<file path="src/rtl/cpu_run_ctrl.sv">
// Run/pause/single-step/halt sequencer for the MIPS CPU: issues one-clk cpu_ce
// pulses at a switch-selected rate and counts the pulses issued.
module cpu_run_ctrl #(
    parameter int unsigned DIV0 = 10000,
    parameter int unsigned DIV1 = 100000,
    parameter int unsigned DIV2 = 1000000,
    parameter int unsigned DIV3 = 10000000,
    parameter int          CW   = 32
) (
    input  logic          clk,
    input  logic          clr,
    input  logic [1:0]    hz,
    input  logic          run,
    input  logic          step,
    input  logic          go,
    input  logic          halt,
    output logic          cpu_ce,
    output logic          running,
    output logic          halted,
    output logic [CW-1:0] cycle_count
);

    typedef enum logic [2:0] {
        S_PAUSE  = 3'd0,
        S_STEP   = 3'd1,
        S_RUN    = 3'd2,
        S_HALT   = 3'd3,
        S_RESUME = 3'd4
    } state_t;

    state_t        r_state;
    logic          r_ce;
    logic          r_running;
    logic          r_halted;
    logic [CW-1:0] r_cnt;
    logic [CW-1:0] r_div;
    logic          r_run_m, r_run_s;
    logic          r_step_m, r_step_s, r_step_d, r_step_p;
    logic          r_go_m, r_go_s, r_go_d, r_go_p;
    logic [1:0]    r_hz, r_hz_d;
    logic [CW-1:0] w_n;
    logic          w_hz_chg;
    logic          w_tick;

    // Two-flop synchronizers for the board inputs plus registered rising-edge pulses.
    always_ff @(posedge clk or posedge clr) begin
        if (clr) begin
            r_run_m  <= 1'b0;
            r_run_s  <= 1'b0;
            r_step_m <= 1'b0;
            r_step_s <= 1'b0;
            r_step_d <= 1'b0;
            r_step_p <= 1'b0;
            r_go_m   <= 1'b0;
            r_go_s   <= 1'b0;
            r_go_d   <= 1'b0;
            r_go_p   <= 1'b0;
            r_hz     <= 2'b00;
            r_hz_d   <= 2'b00;
        end else begin
            r_run_m  <= run;
            r_run_s  <= r_run_m;
            r_step_m <= step;
            r_step_s <= r_step_m;
            r_step_d <= r_step_s;
            r_step_p <= r_step_s & ~r_step_d;
            r_go_m   <= go;
            r_go_s   <= r_go_m;
            r_go_d   <= r_go_s;
            r_go_p   <= r_go_s & ~r_go_d;
            r_hz     <= hz;
            r_hz_d   <= r_hz;
        end
    end

    // Period selection from the captured rate switches.
    always_comb begin
        w_n = CW'(DIV0);
        case (r_hz)
            2'b00:   w_n = CW'(DIV0);
            2'b01:   w_n = CW'(DIV1);
            2'b10:   w_n = CW'(DIV2);
            2'b11:   w_n = CW'(DIV3);
            default: w_n = CW'(DIV0);
        endcase
    end

    // A rate change restarts the period instead of ticking against a stale count.
    assign w_hz_chg = (r_hz != r_hz_d);
    assign w_tick   = (r_state == S_RUN) && r_run_s && !w_hz_chg && (r_div == (w_n - CW'(1)));

    // Rate divider: only advances while running, restarts on every tick or rate change.
    always_ff @(posedge clk or posedge clr) begin
        if (clr) begin
            r_div <= '0;
        end else if ((r_state != S_RUN) || !r_run_s || w_hz_chg || w_tick) begin
            r_div <= '0;
        end else begin
            r_div <= r_div + CW'(1);
        end
    end

    // Sequencing FSM with registered cpu_ce/running/halted.
    always_ff @(posedge clk or posedge clr) begin
        if (clr) begin
            r_state   <= S_PAUSE;
            r_ce      <= 1'b0;
            r_running <= 1'b0;
            r_halted  <= 1'b0;
        end else begin
            r_ce <= 1'b0;
            case (r_state)
                S_PAUSE: begin
                    if (r_run_s) begin
                        r_state   <= S_RUN;
                        r_running <= 1'b1;
                    end else if (r_step_p && halt) begin
                        r_state  <= S_HALT;
                        r_halted <= 1'b1;
                    end else if (r_step_p) begin
                        r_state <= S_STEP;
                        r_ce    <= 1'b1;
                    end else begin
                        r_state <= S_PAUSE;
                    end
                end
                S_STEP: begin
                    r_state <= S_PAUSE;
                end
                S_RUN: begin
                    if (!r_run_s) begin
                        r_state   <= S_PAUSE;
                        r_running <= 1'b0;
                    end else if (w_tick && halt) begin
                        r_state   <= S_HALT;
                        r_running <= 1'b0;
                        r_halted  <= 1'b1;
                    end else if (w_tick) begin
                        r_ce <= 1'b1;
                    end else begin
                        r_state <= S_RUN;
                    end
                end
                S_HALT: begin
                    if (r_go_p) begin
                        r_state  <= S_RESUME;
                        r_halted <= 1'b0;
                        r_ce     <= 1'b1;
                    end else begin
                        r_state <= S_HALT;
                    end
                end
                S_RESUME: begin
                    if (r_run_s) begin
                        r_state   <= S_RUN;
                        r_running <= 1'b1;
                    end else begin
                        r_state <= S_PAUSE;
                    end
                end
                default: begin
                    r_state   <= S_PAUSE;
                    r_running <= 1'b0;
                    r_halted  <= 1'b0;
                end
            endcase
        end
    end

    // Retired-cycle counter, saturating at all ones.
    always_ff @(posedge clk or posedge clr) begin
        if (clr) begin
            r_cnt <= '0;
        end else if (r_ce && (r_cnt != {CW{1'b1}})) begin
            r_cnt <= r_cnt + CW'(1);
        end else begin
            r_cnt <= r_cnt;
        end
    end

    assign cpu_ce      = r_ce;
    assign running     = r_running;
    assign halted      = r_halted;
    assign cycle_count = r_cnt;

endmodule

</file>
<file path="config.mk">
export PLATFORM = sky130hd
export DESIGN_NAME = cpu_run_ctrl
export DESIGN_NICKNAME = d
export VERILOG_FILES = /design/src/rtl/cpu_run_ctrl.sv
export SDC_FILE = /design/constraint.sdc
export NUM_CORES = 1
export LEC_CHECK = 0
export CAP_MARGIN = 20
export CELL_PAD_IN_SITES_DETAIL_PLACEMENT = 1
export CELL_PAD_IN_SITES_GLOBAL_PLACEMENT = 1
export CORE_MARGIN = 1.5
export CORE_UTILIZATION = 30
export CTS_CLUSTER_DIAMETER = 120
export CTS_CLUSTER_SIZE = 20
export DETAILED_ROUTE_END_ITERATION = 7
export PLACE_DENSITY = 0.56
export SYNTH_ARGS = -nofsm -noshare
export SYNTH_HDL_FRONTEND = slang
export SYNTH_SLANG_ARGS = --single-unit
</file>
<file path="constraint.sdc">
create_clock -name clk -period 7.2 [get_ports clk]
set_clock_uncertainty 0.2 [all_clocks]
set_input_delay 0.72 -clock clk [delete_from_list [all_inputs] [get_ports clk]]
set_output_delay 0.72 -clock clk [all_outputs]
set_load 0.05 [all_outputs]
</file>
== Word-level counts from Yosys, hierarchy flattened ==
Index checks and enable logic that the tools add are counted.

* Register bits after elaboration: 84
* Output and inout bits: 35
* Word-level logic and storage cells: 93

* Add/subtract/negate cells: 3
* Eq/ne operators: 19
* Multiplexer cells: 29
* Bitwise operators: 6
* Reductions and logical operators: 18

{| class="wikitable"
|+ Operators with widths
! operator !! number
|-
| one-hot mux 32 bit (4 select lines) || 1
|-
| adder 32 x 1 -> 32 bit (second input constant) || 2
|-
| equality test 32 bit || 1
|-
| two-way mux 32 bit || 1
|-
| != test 32 bit (second input constant) || 1
|-
| subtractor 32 x 1 -> 32 bit (second input constant) || 1
|-
| two-way mux 1 bit || 16
|-
| two-way mux 3 bit || 4
|-
| one-hot mux 3 bit (4 select lines) || 1
|-
| != test 2 bit (second input constant) || 4
|-
| equality test 3 x 2 -> 1 bit (second input constant) || 2
|-
| logical AND 1 bit || 6
|-
| two-way mux 2 bit || 3
|-
| != test 3 x 2 -> 1 bit (second input constant) || 2
|-
| one-hot mux 1 bit (3 select lines) || 2
|-
| AND reduction 6 bit || 1
|-
| OR reduction 2 bit || 3
|-
| equality test 2 bit (second input constant) || 2
|-
| != test 2 x 1 -> 1 bit (second input constant) || 2
|-
| != test 4 x 3 -> 1 bit (second input constant) || 1
|-
| inverter 1 bit || 4
|-
| one-hot mux 1 bit (4 select lines) || 1
|-
| equality test 3 x 1 -> 1 bit (second input constant) || 1
|-
| equality test 3 bit (second input constant) || 1
|-
| other kinds (8) || 12
|}

== Logic depth before layout (Yosys ltp) ==
Gate-level depths: netlist (run 1).

* Depth in word-level cells: 9
* Depth in mapped cells: 8

== Worst setup path before layout (run 1) ==
No wires, ideal clock.

* Kind: reg2reg
* Start point: register r_cnt[22] (netlist: cycle_count[22])
* End point: register r_cnt[1] (netlist: cycle_count[1])
* Arrival: 2.287 ns
* Required time: 6.875 ns
* Path slack: 4.588 ns
* Stages on the path, launching flop included: 7
* Cells stage by stage: dfrtp_1 nand3_1 or3_4 or4_4 buf_6 nand2_4 mux2_4

* Word-level cells in the longest chain between the ends: 2

{| class="wikitable"
|+ RTL lines
! what !! line !! text
|-
| from (decl) || 35 || <nowiki>logic [CW-1:0] r_cnt;</nowiki>
|-
| from (signal assigned) || 175 || <nowiki>r_cnt <= r_cnt + CW'(1);</nowiki>
|-
| from (signal assigned) || 177 || <nowiki>r_cnt <= r_cnt;</nowiki>
|-
| != test 32 bit || 174 || <nowiki>end else if (r_ce && (r_cnt != {CW{1'b1}})) begin</nowiki>
|-
| logical AND 1 bit || 174 ||
|}

Every way passes these cells.
A chain may end at the register's enable or synchronous reset.

== Worst setup path in the final report (run 1) ==
* Start point: register r_hz[0]
* End point: register r_div[21]

* Word-level cells in the longest chain between the ends: 7
* Elaborated cells between the ends (all ways): 14
* Those cells by class: add/sub (1); eq/ne (5); mux (2); reduce/logical (6)

{| class="wikitable"
|+ RTL lines
! what !! line !! text
|-
| from (decl) || 40 || <nowiki>logic [1:0] r_hz, r_hz_d;</nowiki>
|-
| from (signal assigned) || 71 || <nowiki>r_hz <= hz;</nowiki>
|-
| equality test 2 bit (tied with other cells) || 79 || <nowiki>case (r_hz)</nowiki>
|-
| one-hot mux 32 bit (4 select lines) || 79 ||
|-
| subtractor 32 x 1 -> 32 bit || 90 || <nowiki>assign w_tick = (r_state == S_RUN) && r_run_s && !w_hz_chg && (r_div == (w_n - CW'(1)));</nowiki>
|-
| equality test 32 bit || 90 ||
|-
| logical AND 1 bit || 90 ||
|-
| logical OR 1 bit * || 96 || <nowiki>end else if ((r_state != S_RUN) || !r_run_s || w_hz_chg || w_tick) begin</nowiki>
|-
| two-way mux 32 bit * || 96 ||
|-
| to (signal assigned) || 99 || <nowiki>r_div <= r_div + CW'(1);</nowiki>
|-
| to (decl) || 36 || <nowiki>logic [CW-1:0] r_div;</nowiki>
|}

Every way passes the cells marked *; elsewhere a longest branch is shown, timed or not. The select of a mux whose other input is x is not followed.

==> flow_metrics.tcl, run 1 <==
set metrics [dict create \
    fin_crit_ps 2910 \
    cts_buffers 9 \
    hold_buffers 0 \
    n_fill_cell 1460 \
    synthTopCellsByCount "84 x dfrtp_1, 49 x nor2_1, 44 x xnor2_1, 23 x xor2_1, 21 x nand3_1" \
    fp.dieW_microns 120 \
    critPathBufInv 1 \
    yosysWarnings 0 \
    hpwl_mm 6.61 \
    ys.flop_type "dfrtp_1" \
    routed_via_density 4.89 \
    grt_pass1_wl_mm 16.0 \
    syn_area_per_cell_sq_um 10.5 \
    synthCells 394 \
    cap_viol_max_count 0 \
    critPathSlowestCell "a31o_2" \
    chipHeight_microns 120 \
    worstPathMaxFanout 32 \
    cts.repair.resized 0 \
    grt_pass1_vias 3202 \
    max_stage_delay_ps 610 \
    crit_family "compound AO/OA/AOI/OAI gates" \
    end_kind "register" \
    p_per_area_nw_per_um2 223 \
    grt_overflow 0 \
    critical_path_class "register to register" \
    initial_core_util_pct 31.0 \
    min_path_type "register to register" \
    async_flop_share_pct 100 \
    antenna_found_initial 0 \
    drc 0 \
    clockBufferDepth 2 \
    yosys.area.top_type "dfrtp_1" \
    clk_latency_ps 340 \
    grt_max_degree 46 \
    drive_above_1_share_pct 6.11 \
    fin_nets 454 \
    post_cts_buffers 0 \
    placed_area_sq_um 4710 \
    post-route-period-util_pct 40.4 \
    synthesis.nets 411 \
    path_cells "inv_1 -> ha_1 -> xor2_1 -> a2111oi_0 -> and4b_1 -> a31o_2 -> nor2_1" \
    yosysSeqAreaShare_pct 51.0 \
    vias 3023 \
    rows 42 \
    crit_required_ps 7200 \
    dr.pass1.iters 4 \
    setup_viol 0 \
    post_drt_wl_per_cell_microns 15.2 \
    syn_area_sq_um 4120 \
    ys_types 49 \
    numPortBuffers 42 \
    cts-root-buf "clkbuf_16" \
    slew-limit-headroom_pct 49.1 \
    status "finished clean" \
    cts_htree_levels 3 \
    postLayoutCellArea_sq_um 5020 \
    cts_tree "done" \
    max_freq_mhz 344 \
    peakVddDrop_uv 148 \
    drtIter0Drc 97 \
    io_pins 43 \
    wirelength_mm 9.39 \
    die_area_sq_um 14400 \
    crit_path_start_kind "register" \
    yosysTopAreaCellShare_pct 51.0 \
    clock_sinks 84 \
    ys_ff_latch 84 \
    area_growth_pct 21.9 \
    gp_congestion 0.748 \
    worst_pin_slew_ps 757 \
    synth.top_cells.by_area "dfrtp_1 51%, xnor2_1 9.4%, xor2_1 4.9%" \
    slew_viol_final 0 \
    synth_edf_count 0 \
    clk_pin_slew_worst_paths_ps 70 \
    cellLeakagePower_nw 2.02 \
    drtAntennaViolNets 0 \
    grtUsageTotal_pct 14.3 \
    hold_viol 0 \
    critPathArrivalTime_ps 2910 \
    power_mw 1.12 \
    core_sq_um 13300 \
    setup_tns_ps 0 \
    diodes 0 \
    grt_setup_unrepaired "false" \
    yosysMostFrequentCell "dfrtp_1" \
]
## metal layers
metal / share of wire (%) / global-route usage, %
met5: 0 / 0
met4: 1.4 / 4.46
met3: 3.5 / 3.96
met2: 50 / 24.9
met1: 45 / 17.0
## layout by cell type (no fill, tap or decap), types with 2 or more instances in the layout
master           netlist  final
clkbuf_16              0      9
nand3_1               21     21
and3_1                 5      5
nor2b_1                8      8
xnor2_1               44     44
nor3b_1                3      3
nor4b_1                3      3
mux2_2                 2      2
nand2_1               18     18
a31oi_1                3      3
and4b_1                2      2
or3_1                  3      3
ha_1                   9      9
a21oi_1                4      4
o2111ai_1              2      2
inv_1                 13     12
clkdlybuf4s50_1        0     42
nor3_1                13     13
nand4_1               20     20
o21a_1                 2      2
and2_1                 5      5
inv_6                  0      4
nor2_1                49     49
nor4_1                12     12
and4_1                12     12
o21ai_0                3      3
xor2_1                23     23
dfrtp_1               84     84
## worst paths after layout
check | from | endpoint | slack, ps | cells past startpoint
max reg2reg | r_hz[0]$_DFF_PP0_ | r_div[21]$_DFF_PP0_ | 4290 | 7
min | r_run_m$_DFF_PP0_ | r_run_s$_DFF_PP0_ | 150 | 0
min in group asynchronous | clr | cycle_count[0]$_DFFE_PP0P_ | 610 | 2
max in group asynchronous | clr | cycle_count[9]$_DFFE_PP0P_ | 5120 | 3
max | r_hz[0]$_DFF_PP0_ | r_div[21]$_DFF_PP0_ | 4290 | 7
min reg2reg | r_run_m$_DFF_PP0_ | r_run_s$_DFF_PP0_ | 150 | 0
## flip-flops by register name, summed over array words and instances (netlist names), 2 cells and up
register and count:
r_hz 2, r_div 32, r_hz_d 2, r_state 3, cycle_count 32
## per-stage QoR
step	cells	util (%)	hold slack [ps]	setup WS, ps
detailed placement	602	35.5	143	4250
global placement	602	35.5	135	4350
CTS	618	37.8	155	4240
floorplan	394	-	131	4110
global route	618	37.8	156	3990
finish	618	37.8	152	4290
## cell families after synthesis
group	count (synthesis)	synth area share [%]
muxes	3	0.911
adders and majority gates	9	2.73
and+or+nand+nor	181	24.0
xor gates and xnor gates	67	14.2
DFF	84	51.0
buffers and inverters	24	2.52
AOI/OAI and AO/OA	26	4.53
## cell type report
| type | instances | area, sq um | share of cell area [%] |
|---|---|---|---|
| Sequential cell | 84 | 2100 | 41.9 |
| Multi-Input combinational cell | 286 | 1910 | 38.1 |
| Timing Repair Buffer | 43 | 428 | 8.52 |
| Clock buffer | 9 | 225 | 4.49 |
| Tap cell | 176 | 220 | 4.39 |
| Clock inverter | 7 | 81.3 | 1.62 |
| Inverter | 13 | 50.0 | 0.997 |
## where the power goes
group / switching, mW / total (mW) / internal [mW] / leakage [nW]
Clock: 0.198 / 0.472 / 0.274 / 0.147
Sequential: 0.0219 / 0.512 / 0.490 / 1.13
Combinational: 0.0848 / 0.136 / 0.0514 / 0.745
Total: 0.305 / 1.12 / 0.816 / 2.02
(Power assumes the default switching activity.)
==> run 2: changes to the inputs <==
- PLACE_DENSITY: 0.56 -> 0.58
- clock period: 7.2 -> 2.5 ns (I/O delays scaled with it)
==> flow_metrics.tcl, run 2 (synthesized netlist as in run 1, its figures left out) <==
set metrics [dict create \
    clock_sinks 84 \
    multi_input_area_sq_um 1930 \
    most-common-layout-cells "72 x dfrtp_1, 49 x nor2_1, 44 x xnor2_1" \
    drtIter0Drc 114 \
    vias 3070 \
    cts_buffers 9 \
    dr.pass1.iters 4 \
    cts_htree_levels 3 \
    antenna_found_initial 0 \
    cts_tree "done" \
    gp_congestion 0.769 \
    crit_required_ps 2520 \
    crit_path_start_kind "register" \
    n_fill_cell 1476 \
    max_freq_mhz 428 \
    chipHeight_microns 120 \
    drive_above_1_share_pct 12.1 \
    grt_max_degree 61 \
    clk_pin_slew_worst_paths_ps 60 \
    area_growth_pct 26.2 \
    place_inst 615 \
    cts-root-buf "clkbuf_16" \
    grt_setup_unrepaired "false" \
    worstReg2RegEnd "r_div[27]$_DFF_PP0_" \
    status "finished clean" \
    setup_tns_ps 0 \
    routed_via_density 4.86 \
    critical_path_class "register to register" \
    initial_core_util_pct 31.0 \
    core_sq_um 13300 \
    worst_pin_slew_ps 514 \
    min_path_type "primary input to register" \
    grt_pass1_vias 3215 \
    cap_viol_max_count 0 \
    drtAntennaViolNets 0 \
    setup_viol 0 \
    diodes 0 \
    grt_pass1_wl_mm 16.2 \
    post-route-period-util_pct 93.5 \
    layout.cells.non_filler 632 \
    reg2reg_from "r_hz[0]$_DFF_PP0_" \
    peakVddDrop_uv 453 \
    p_per_area_nw_per_um2 637 \
    post_cts_buffers 0 \
    clk_latency_ps 340 \
    fin_nets 468 \
    grtUsageTotal_pct 14.2 \
    fin_util_pct 39.1 \
    worstPathMaxFanout 32 \
    regArea_sq_um 2120 \
    mostFrequentLayoutCell "dfrtp_1" \
    hpwl_mm 6.67 \
    critPathArrivalTime_ps 2360 \
    numPortBuffers 42 \
    io_pins 43 \
    slew_viol_final 0 \
    grt_overflow 0 \
    post_drt_wl_per_cell_microns 14.7 \
    slew-limit-headroom_pct 65.6 \
    reg2reg_slack_ps 160 \
    wirelength_mm 9.30 \
    cellLeakagePower_nw 2.09 \
    hold_viol 0 \
    fin_crit_ps 2340 \
    r2r_cells 7 \
    power_mw 3.31 \
    die_area_sq_um 14400 \
    drc 0 \
    rows 42 \
    fp.dieW_microns 120 \
    min_delay_path_depth 1 \
    hold_start "hz[0]" \
    end_kind "register" \
    whs_endpoint "r_hz[0]$_DFF_PP0_" \
    clockBufferDepth 2 \
]
[run 2: critical path, cell delays in order, from the launching register on]
cell	delay, ps
dfrtp_1	410
ha_1	260
or3_1	380
a211oi_1	240
and4b_1	270
a31o_2	200
buf_12	190
nor2_1	70
[run 2: cell type report]
class,count,area share [%]
inverter,13,1.01
multi-input combinational,286,37.1
timing repair buffer,57,10.8
clock inverter,7,1.85
clock buffer,9,4.33
tap,176,4.23
sequential,84,40.7
[run 2: through the flow]
step | setup WS, ps | instance area [sq um] | hold WS [ps]
after floorplan | 10.6 | 4140 | 81.4
after CTS | 75.2 | 5180 | 142
after global routing | 15.9 | 5200 | 147
after global placement | 81.4 | 4850 | 133
final | 162 | 5200 | 150
after detailed placement | 109 | 4850 | 137
[run 2: worst max-delay path by stage]
| stage | endpoint | from | slack, ps | cells after the start |
|---|---|---|---|---|
| 2_1_floorplan | cycle_count[1]$_DFFE_PP0P_ | cycle_count[27]$_DFFE_PP0P_ | 10 | 6 |
| 3_3_place_gp | r_div[7]$_DFF_PP0_ | r_hz[1]$_DFF_PP0_ | 80 | 8 |
| 3_5_place_dp | r_div[25]$_DFF_PP0_ | r_hz[0]$_DFF_PP0_ | 110 | 8 |
| 5_1_grt | r_div[12]$_DFF_PP0_ | r_hz[0]$_DFF_PP0_ | 20 | 8 |
| 4_1_cts | r_div[25]$_DFF_PP0_ | r_hz[0]$_DFF_PP0_ | 80 | 8 |
| 6_report | r_div[27]$_DFF_PP0_ | r_hz[0]$_DFF_PP0_ | 160 | 7 |
[run 2: metal layers]
| metal | share of wire, % | global-route usage, % | up-vias |
|---|---|---|---|
| li1 | - | - | 1495 |
| met1 | 46 | 17.8 | 1529 |
| met2 | 49 | 24.1 | 37 |
| met3 | 3.2 | 4.25 | 9 |
| met4 | 1.3 | 3.20 | 0 |
| met5 | 0 | 0 | - |
[run 2: report_power, final]
| group | switching, mW | internal, mW |
|---|---|---|
| clock network | 0.553 | 0.882 |
| logic | 0.252 | 0.160 |
| registers | 0.0546 | 1.41 |
[run 2: timing repair]
item                                    4_1_cts  5_1_grt
endpoints found under the setup margin        0       33
hold buffers                                  1        0
hold endpoints to repair                      2        0
gates resized for setup                       0        4
